<file path="config.mk">
export PLATFORM = sky130hd
export DESIGN_NAME = seven_seg_scanner
export DESIGN_NICKNAME = d
export VERILOG_FILES = /design/src/rtl/seg7_pkg.sv /design/src/rtl/hex_to_seg7.sv /design/src/rtl/seven_seg_scanner.sv
export SDC_FILE = /design/constraint.sdc
export NUM_CORES = 1
export LEC_CHECK = 0
export ABC_CLOCK_PERIOD_IN_PS = 3700
export CORE_UTILIZATION = 30
export DETAILED_ROUTE_END_ITERATION = 8
export DONT_BUFFER_PORTS = 1
export MAX_ROUTING_LAYER = met4
export PLACE_DENSITY_LB_ADDON = 0.05
export SYNTH_ARGS = -nofsm -noshare
export SYNTH_HDL_FRONTEND = slang
export SYNTH_SLANG_ARGS = --single-unit
</file>
<file path="constraint.sdc">
create_clock -name clk -period 3.7 [get_ports clk]
set_input_delay 0.74 -clock clk [delete_from_list [all_inputs] [get_ports clk]]
set_output_delay 0.74 -clock clk [all_outputs]
set_load 0.02 [all_outputs]
</file>
<file path="src/rtl/seg7_pkg.sv">
// Shared constants for the seven-segment scanner: blanking values, digit count and the
// active-low hex glyphs, segment order {g,f,e,d,c,b,a}.
package seg7_pkg;

    localparam logic [6:0] SEG_OFF    = 7'h7F;
    localparam logic [7:0] ALL_OFF    = 8'hFF;
    localparam int         NUM_DIGITS = 8;

    localparam logic [6:0] HEX_0 = 7'h40;
    localparam logic [6:0] HEX_1 = 7'h79;
    localparam logic [6:0] HEX_2 = 7'h24;
    localparam logic [6:0] HEX_3 = 7'h30;
    localparam logic [6:0] HEX_4 = 7'h19;
    localparam logic [6:0] HEX_5 = 7'h12;
    localparam logic [6:0] HEX_6 = 7'h02;
    localparam logic [6:0] HEX_7 = 7'h78;
    localparam logic [6:0] HEX_8 = 7'h00;
    localparam logic [6:0] HEX_9 = 7'h10;
    localparam logic [6:0] HEX_A = 7'h08;
    localparam logic [6:0] HEX_B = 7'h03;
    localparam logic [6:0] HEX_C = 7'h46;
    localparam logic [6:0] HEX_D = 7'h21;
    localparam logic [6:0] HEX_E = 7'h06;
    localparam logic [6:0] HEX_F = 7'h0E;

endpackage

</file>
<file path="src/rtl/hex_to_seg7.sv">
// Combinational nibble to active-low seven-segment glyph decoder.
module hex_to_seg7
    import seg7_pkg::*;
(
    input  logic [3:0] nibble,
    output logic [6:0] seg
);

    always_comb begin
        seg = SEG_OFF;
        case (nibble)
            4'h0: seg = HEX_0;
            4'h1: seg = HEX_1;
            4'h2: seg = HEX_2;
            4'h3: seg = HEX_3;
            4'h4: seg = HEX_4;
            4'h5: seg = HEX_5;
            4'h6: seg = HEX_6;
            4'h7: seg = HEX_7;
            4'h8: seg = HEX_8;
            4'h9: seg = HEX_9;
            4'hA: seg = HEX_A;
            4'hB: seg = HEX_B;
            4'hC: seg = HEX_C;
            4'hD: seg = HEX_D;
            4'hE: seg = HEX_E;
            4'hF: seg = HEX_F;
            default: seg = SEG_OFF;
        endcase
    end

endmodule

</file>
<file path="src/rtl/seven_seg_scanner.sv">
// 8-digit time-multiplexed seven-segment scanner with once-per-frame snapshot of num_a/num_b.
// Optional leading-zero blanking per 4-digit group: SEG_SCAN_BLANK_LEADING_ZEROS_EN.
module seven_seg_scanner
    import seg7_pkg::*;
#(
    parameter int REFRESH_DIV = 100000
) (
    input  logic        clk,
    input  logic        rst,
    input  logic [15:0] num_a,
    input  logic [15:0] num_b,
    input  logic        hold,
    output logic [6:0]  out7,
    output logic [7:0]  en_out
);

    localparam int PRESC_W = $clog2(REFRESH_DIV);
    localparam int IDX_W   = $clog2(NUM_DIGITS);

    logic [PRESC_W-1:0] presc;
    logic [IDX_W-1:0]   idx;
    logic               load_pend;
    logic [15:0]        shadow_a;
    logic [15:0]        shadow_b;

    logic               tick;
    logic               wrap;
    logic               snap;
    logic [31:0]        shadow_all;
    logic [3:0]         nibble;
    logic [6:0]         seg;
    logic [7:0]         blank;
    logic               blank_sel;

    assign tick = (presc == PRESC_W'(REFRESH_DIV - 1));
    assign wrap = tick && (idx == IDX_W'(NUM_DIGITS - 1));
    // The first cycle after reset always attempts a load; if hold blocks it, it is lost.
    assign snap = (load_pend || wrap) && !hold;

    // Digit i shows nibble i of {shadow_a, shadow_b}: digit 0 is shadow_b[3:0].
    assign shadow_all = {shadow_a, shadow_b};
    assign nibble     = shadow_all[{idx, 2'b00} +: 4];

    hex_to_seg7 u_hex_to_seg7 (
        .nibble (nibble),
        .seg    (seg)
    );

`ifdef SEG_SCAN_BLANK_LEADING_ZEROS_EN
    // A digit is blanked when it and every more significant digit of its group are zero;
    // the least significant digit of each group always stays lit.
    always_comb begin
        blank    = '0;
        blank[1] = ~|shadow_b[15:4];
        blank[2] = ~|shadow_b[15:8];
        blank[3] = ~|shadow_b[15:12];
        blank[5] = ~|shadow_a[15:4];
        blank[6] = ~|shadow_a[15:8];
        blank[7] = ~|shadow_a[15:12];
    end
`else
    assign blank = '0;
`endif

    assign blank_sel = blank[idx];

    always_ff @(posedge clk) begin
        if (rst) begin
            presc     <= '0;
            idx       <= '0;
            load_pend <= 1'b1;
            shadow_a  <= '0;
            shadow_b  <= '0;
            out7      <= SEG_OFF;
            en_out    <= ALL_OFF;
        end else begin
            presc     <= tick ? '0 : presc + PRESC_W'(1);
            if (tick)
                idx <= idx + IDX_W'(1);
            load_pend <= 1'b0;
            if (snap) begin
                shadow_a <= num_a;
                shadow_b <= num_b;
            end
            out7   <= blank_sel ? SEG_OFF : seg;
            en_out <= blank_sel ? ALL_OFF : ~(8'b1 << idx);
        end
    end

endmodule
</file>
==> summary.md, run 1 <==
| Metric | Value |
|---|---|
| Post_cts resized | 0 |
| Vias | 1949 |
| IO Pins | 50 |
| Total inserted antenna cells | 0 |
| Worst hold stages | 0 |
| Worst Max-Slew Pin Slew | 750 ps |
| Fill count | 1043 |
| Min setup slack post-route | 1080 ps |
| Post-CTS Setup Inserts | 0 |
| CP arrival | 2840 ps |
| Std cell rows | 36 |
| Share of layout cells above drive strength 1 | 9.76% |
| CP max FO | 14 |
| Status | finished clean |
| Antenna violations before repair | 0 |
| Root Driver | clkbuf_8 |
| Hold buffer count at CTS | 0 |
| Nets | 341 |
| Power per cell area | 450 nW/um2 |
| Ys async rst share | 0% |
| Grt ovf | 0 |
| Syn Nets | 344 |
| Cell Area, Synth | 3020 um2 |
| Global-route wire length before repair | 10400 um |
| Wirelength per Cell | 14.6 um |
| Final hold viol count | 0 |
| ANT nets after route | 0 |
| R2R Setup Slk | 1080 ps |
| MaxCap Viol Count | 0 |
| DIE WIDTH | 102 um |
| DRT iter0 DRCs | 52 |
| Area Overhead vs Synth | 8.83% |
| Fin crit share | 70.9% |
| Max clock buf depth | 2 |
| Avg Cell Area, Syn | 10.2 um2 |
| CP Class | register to register |
| Post-DP HPWL | 4350 um |
| DRC viols | 0 |
| Seq/Total Area, Yosys | 45.1% |
| Hold endpoint | load_pend$_DFF_P_ |
| Core Area | 9770 um2 |
| CTS Sinks | 68 |
| Setup slack at placement | 1040 ps |
| Reg-to-reg endpoint | out7[0]$_SDFF_PP1_ |
| Relative slew slack | 49.0% |
| VDD IR-drop max | 0.000174 V |
| Vias in the first global route | 1951 |
| Chip Height | 102 um |
| DRT Wirelength | 6270 um |
| Post-synth EDFFs | 0 |
| # setup viols final | 0 |
| Pre-antenna DRT Iters | 4 |
| I/O Buffers | 0 |
| Cell depth of the worst flop-to-flop path | 5 |
| CTS tree | yes |
| RSZ-0062 raised after global routing | no |
| Synth Flop Type | dfxtp_1 |
| Count of cell types in the netlist | 42 |
| Clock latency on the worst-skew pair | 350 ps |
| Flops & latches, synth | 68 |
| H-tree depth | 3 |
| Reg2Reg Launch Point | idx[2]$_SDFFE_PP0P_ |
| Total negative setup slack | 0 ps |
| Pin count of the biggest net entering global routing | 44 |
| Max Clk Rate | 381 MHz |
| Worst Setup End Kind | register |
| Hold Path Class | primary input to register |
| CTS buffer count | 9 |
| Initial Util | 30.9% |
| Hold_sp | rst |
| GRT Total Usage | 14.0% |
| YS warnings | 0 |
| Clock-pin slew on the worst setup and hold paths | 70 ps |
| Final Slew Violations | 0 |
| DR vias/cell | 4.53 |
| Crit start category | register |
| Placer Congestion | 0.758 |
| CP required | 3920 ps |
| Static leakage | 1.39 nW |
| Worst Skew | 6.19 ps |
| Die area | 10500 um2 |
| Cells after synthesis | 297 |
| Final min period | 2620 ps |
state kept, by name, summed over array words and instances (netlist names):
name	flops
load_pend	1
idx	3
shadow_b	16
en_out	8
out7	7
shadow_a	16
presc	17
kinds of logic after synthesis:
family / share of synthesized area [%]
fa+ha+maj: 4.98
mux: 19.0
xor+xnor: 4.65
compound gates: 5.81
buf+inv: 4.60
simple gates: 15.8
flops: 45.1
cell usage in the layout (no fill, tap or decap), types with 2 or more instances in the layout:
cell type  instances
a21oi_1            4
and3_1             2
and4_1             3
clkbuf_8          11
dfxtp_1           68
ha_1              12
inv_1             11
mux2_2             4
mux2i_1           38
mux4_2             6
nand2_1           17
nand3_1            4
nand4_1            5
nor2_1            61
nor2b_1            2
o21ai_0            5
o221ai_1           4
xnor2_1            6
xor2_1            10
per-layer routing:
metal  vias up  wire (um)  GRT usage (%)
met4         0        127           6.26
li1       1000          -              -
met1       885       3120           17.9
met2        53       2540           19.6
met3        11        470           4.99
met5         -          0              -
stage by stage:
stage                     area, um2  total power [W]  util, %  std cells  hold slack, ps
final                          3280          0.00148     33.6        430             443
after global routing           3280          0.00155     33.6        430             399
after CTS                      3280          0.00151     33.6        430             402
after detailed placement       3090         0.000885     31.6        416             437
after global placement         3090         0.000885     31.6        416             430
after floorplan                3020         0.000876        -        297             412
layout make-up:
cell class / count / area (um2) / share of cell area [%]
Timing Repair Buffer: 1 / 7.51 / 0.229
Tap cell: 133 / 166 / 5.07
Inverter: 11 / 41.3 / 1.26
Clock buffer: 12 / 155 / 4.73
Multi-Input combinational cell: 203 / 1520 / 46.2
Sequential cell: 68 / 1360 / 41.5
Clock inverter: 2 / 35.0 / 1.07
worst max-delay path by stage:
stage	endpoint	start
2_1_floorplan	out7[0]$_SDFF_PP1_	idx[1]$_SDFFE_PP0P_
3_3_place_gp	out7[0]$_SDFF_PP1_	idx[2]$_SDFFE_PP0P_
3_5_place_dp	out7[0]$_SDFF_PP1_	idx[2]$_SDFFE_PP0P_
4_1_cts	out7[0]$_SDFF_PP1_	idx[2]$_SDFFE_PP0P_
5_1_grt	out7[0]$_SDFF_PP1_	idx[2]$_SDFFE_PP0P_
6_report	out7[0]$_SDFF_PP1_	idx[2]$_SDFFE_PP0P_
power breakdown:
| group | leakage, nW | internal (W) | switching, W |
|---|---|---|---|
| Sequential | 0.556 | 0.000760 | 0.0000231 |
| Clock | 0.0983 | 0.000340 | 0.000272 |
| Combinational | 0.733 | 0.0000401 | 0.0000431 |
critical path, stage by stage, from the launching register on:
cell	delay, ps
dfxtp_1	700
mux4_2	590
mux2i_2	610
o21ai_0	320
a21oi_1	200
o21ai_1	70
cells in the mapped netlist (2+ instances only):
library cell   n  share of area, %
dfxtp_1       68                45
nor2_1        61               7.6
mux2i_1       38                13
nand2_1       17               2.1
ha_1          12               5.0
inv_1         11               1.4
xor2_1        10               2.9
clkbuf_1       6              0.75
mux4_2         6               4.5
xnor2_1        6               1.7
nand4_1        5               1.0
o21ai_0        5              0.83
a21oi_1        4              0.66
buf_6          4               1.5
mux2_2         4               1.5
nand3_1        4              0.66
o221ai_1       4               1.2
and4_1         3              0.87
buf_2          3              0.50
and3_1         2              0.41
buf_4          2              0.50
nor2b_1        2              0.41
No activity file was read; power rests on OpenSTA's default activity.
==> inputs of run 2 (changes only) <==
--- a/config.mk
+++ b/config.mk
@@ -5,7 +5,7 @@
 export SDC_FILE = /design/constraint.sdc
 export NUM_CORES = 1
 export LEC_CHECK = 0
-export ABC_CLOCK_PERIOD_IN_PS = 3700
+export ABC_CLOCK_PERIOD_IN_PS = 2700
 export CORE_UTILIZATION = 30
 export DETAILED_ROUTE_END_ITERATION = 8
 export DONT_BUFFER_PORTS = 1
==> constraint.sdc (replaced) <==
create_clock -name clk -period 2.7 [get_ports clk]
set_input_delay 0.54 -clock clk [delete_from_list [all_inputs] [get_ports clk]]
set_output_delay 0.54 -clock clk [all_outputs]
set_load 0.02 [all_outputs]
==> summary.md, run 2 (synthesis gave the netlist of run 1 again) <==
| Metric | Value |
|---|---|
| Status | finished clean |
| Chip Height | 102 um (unchanged) |
| # setup viols final | 0 (unchanged) |
| Setup slack at placement | 348 ps (-687 ps) |
| GRT busiest layer | met1 |
| Crit start category | register |
| Reg area | 1360 um2 (unchanged) |
| Hold Path Class | primary input to register |
| Static leakage | 1.41 nW (+1.5%) |
| Cell depth of the worst flop-to-flop path | 7 (+2) |
| Core Area | 9770 um2 (unchanged) |
| CTS tree | yes |
| RSZ-0062 raised after global routing | no |
| CP required | 2960 ps (-960 ps) |
| Biggest regs | presc x17, shadow_a x16, shadow_b x16 |
| Dpl cell area | 3140 um2 (+1.6%) |
| Biggest register | presc |
| Critical Path Start | idx[1]$_SDFFE_PP0P_ |
| Area Overhead vs Synth | 9.79% |
| Fin crit share | 87.5% (+17 points) |
| Relative slew slack | 57.9% (+8.9 points) |
| CP arrival | 2620 ps (-220 ps) |
| CP Class | register to register |
| DRT iter0 DRCs | 52 (unchanged) |
| Clock latency on the worst-skew pair | 340 ps (about the same) |
| Antenna violations before repair | 0 (unchanged) |
| Worst Setup End Kind | register |
| Vias in the first global route | 1947 (-0.21%) |
| GRT Total Usage | 14.1% (+0.12 points) |
| Share of layout cells above drive strength 1 | 11.2% (+1.5 points) |
| Initial Util | 30.9% (unchanged) |
| Clock-pin slew on the worst setup and hold paths | 70 ps (about the same) |
| Total negative setup slack | 0 ps (unchanged) |
| Most frequent cells in the layout | dfxtp_1 (68), nor2_1 (61), mux2i_1 (38) |
| DRT Wirelength | 6410 um (+2.3%) |
| Hold_sp | rst |
| Placer Congestion | 0.757 (about the same) |
| Hold buffer count at CTS | 0 (unchanged) |
| Root Driver | clkbuf_8 |
| DIE WIDTH | 102 um (unchanged) |
| Met3 Use GR | 3.21% (-1.8 points) |
| Total inserted antenna cells | 0 (unchanged) |
| CP max FO | 11 (-3) |
| Min setup slack post-route | 338 ps (-740 ps) |
| Die area | 10500 um2 (unchanged) |
| Power per cell area | 586 nW/um2 (+30%) |
| Global-route wire length before repair | 10600 um (+1.9%) |
| Max Clk Rate | 423 MHz (+11%) |
| DRC viols | 0 (unchanged) |
| I/O Buffers | 0 (unchanged) |
| CTS buffer count | 9 (unchanged) |
| Pin count of the biggest net entering global routing | 44 (unchanged) |
| Post_cts resized | 0 (unchanged) |
| Post-DP HPWL | 4500 um (+3.3%) |
| Post-CTS Setup Inserts | 0 (unchanged) |
| H-tree depth | 3 (unchanged) |
| Final min period | 2360 ps (-260 ps) |
| CTS Sinks | 68 (unchanged) |
| Nets | 346 (+1.5%) |
| Max reg flops | 17 (unchanged) |
| IO Pins | 50 (unchanged) |
| VDD IR-drop max | 0.000213 V (+22%) |
| DR vias/cell | 4.56 (+0.60%) |
| Multi-input logic area | 1520 um2 (unchanged) |
| Grt ovf | 0 (unchanged) |
| Reg-to-reg endpoint | out7[3]$_SDFF_PP1_ |
| Post-route cell area | 3310 um2 (+0.88%) |
| Reg2Reg Launch Point | idx[1]$_SDFFE_PP0P_ |
| Final Slew Violations | 0 (unchanged) |
| Fill count | 1059 (+1.5%) |
| MaxCap Viol Count | 0 (unchanged) |
| Placed insts | 421 (+1.2%) |
| Wirelength per Cell | 14.7 um (+0.92%) |
| Commonest non-fill, non-tap cell in the layout | dfxtp_1 |
| Vias | 1988 (+2.0%) |
| GR Layer Usage met1 | 19.7% (+1.8 points) |
| Final hold viol count | 0 (unchanged) |
| Worst Max-Slew Pin Slew | 619 ps (-130 ps) |
| Worst Skew | 7.29 ps (+1.10 ps) |
| Layout Cells excl Fill | 436 (+1.4%) |
| R2R Setup Slk | 340 ps (-740 ps) |
| Pre-antenna DRT Iters | 4 (unchanged) |
| Max clock buf depth | 2 (unchanged) |
| Met2 usage | 18.8% (-0.77 points) |
| Std cell rows | 36 (unchanged) |
| Critical Path End | out7[3]$_SDFF_PP1_ |
| ANT nets after route | 0 (unchanged) |
| Fin util | 33.9% (+0.29 points) |
-- run 2: cell count changes in the layout (fill, tap and decap cells not counted), sizes merged --
cell,change
bufinv,-1
clkbuf,+1
buf,+5
clkinv,+1
-- run 2: worst min path at each step --
stage	end	depth (start not counted)
after floorplan	presc[0]$_SDFF_PP0_	1
after global placement	presc[0]$_SDFF_PP0_	1
after detailed placement	presc[0]$_SDFF_PP0_	1
after CTS	load_pend$_DFF_P_	0
after global routing	load_pend$_DFF_P_	0
final	load_pend$_DFF_P_	0
-- run 2: final cells by class --
class	count	share of cell area, %
clock buffer	13	4.80
multi-input combinational	203	45.8
timing repair buffer	6	1.74
clock inverter	2	0.302
inverter	11	1.25
sequential	68	41.1
tap	133	5.02
-- run 2: power breakdown --
group,internal (W),switching (W)
Sequential,0.00104,0.0000329
Combinational,0.0000593,0.0000608
Clock,0.000377,0.000371
-- run 2: routing by layer --
| layer | up-vias | share of wire, % |
|---|---|---|
| met5 | - | 0 |
| met4 | 0 | 1.8 |
| met3 | 11 | 4.9 |
| met2 | 45 | 41 |
| met1 | 920 | 52 |
| li1 | 1012 | - |
-- run 2: worst max-delay path, cell delays in order (launching register included) --
cell       delay, ps
dfxtp_1          600
mux4_2           560
mux2_2           320
inv_1            130
ha_1             270
o21ai_0          110
o21ai_0           90
a2bb2oi_1        190
-- run 2: through the flow --
| step | total power [W] | hold WS [ps] |
|---|---|---|
| 6_report | 0.00194 | 242 |
| 5_1_grt | 0.00204 | 222 |
| 4_1_cts | 0.00199 | 206 |
| 3_5_place_dp | 0.00122 | 430 |
| 3_3_place_gp | 0.00122 | 431 |
| 2_1_floorplan | 0.00120 | 412 |
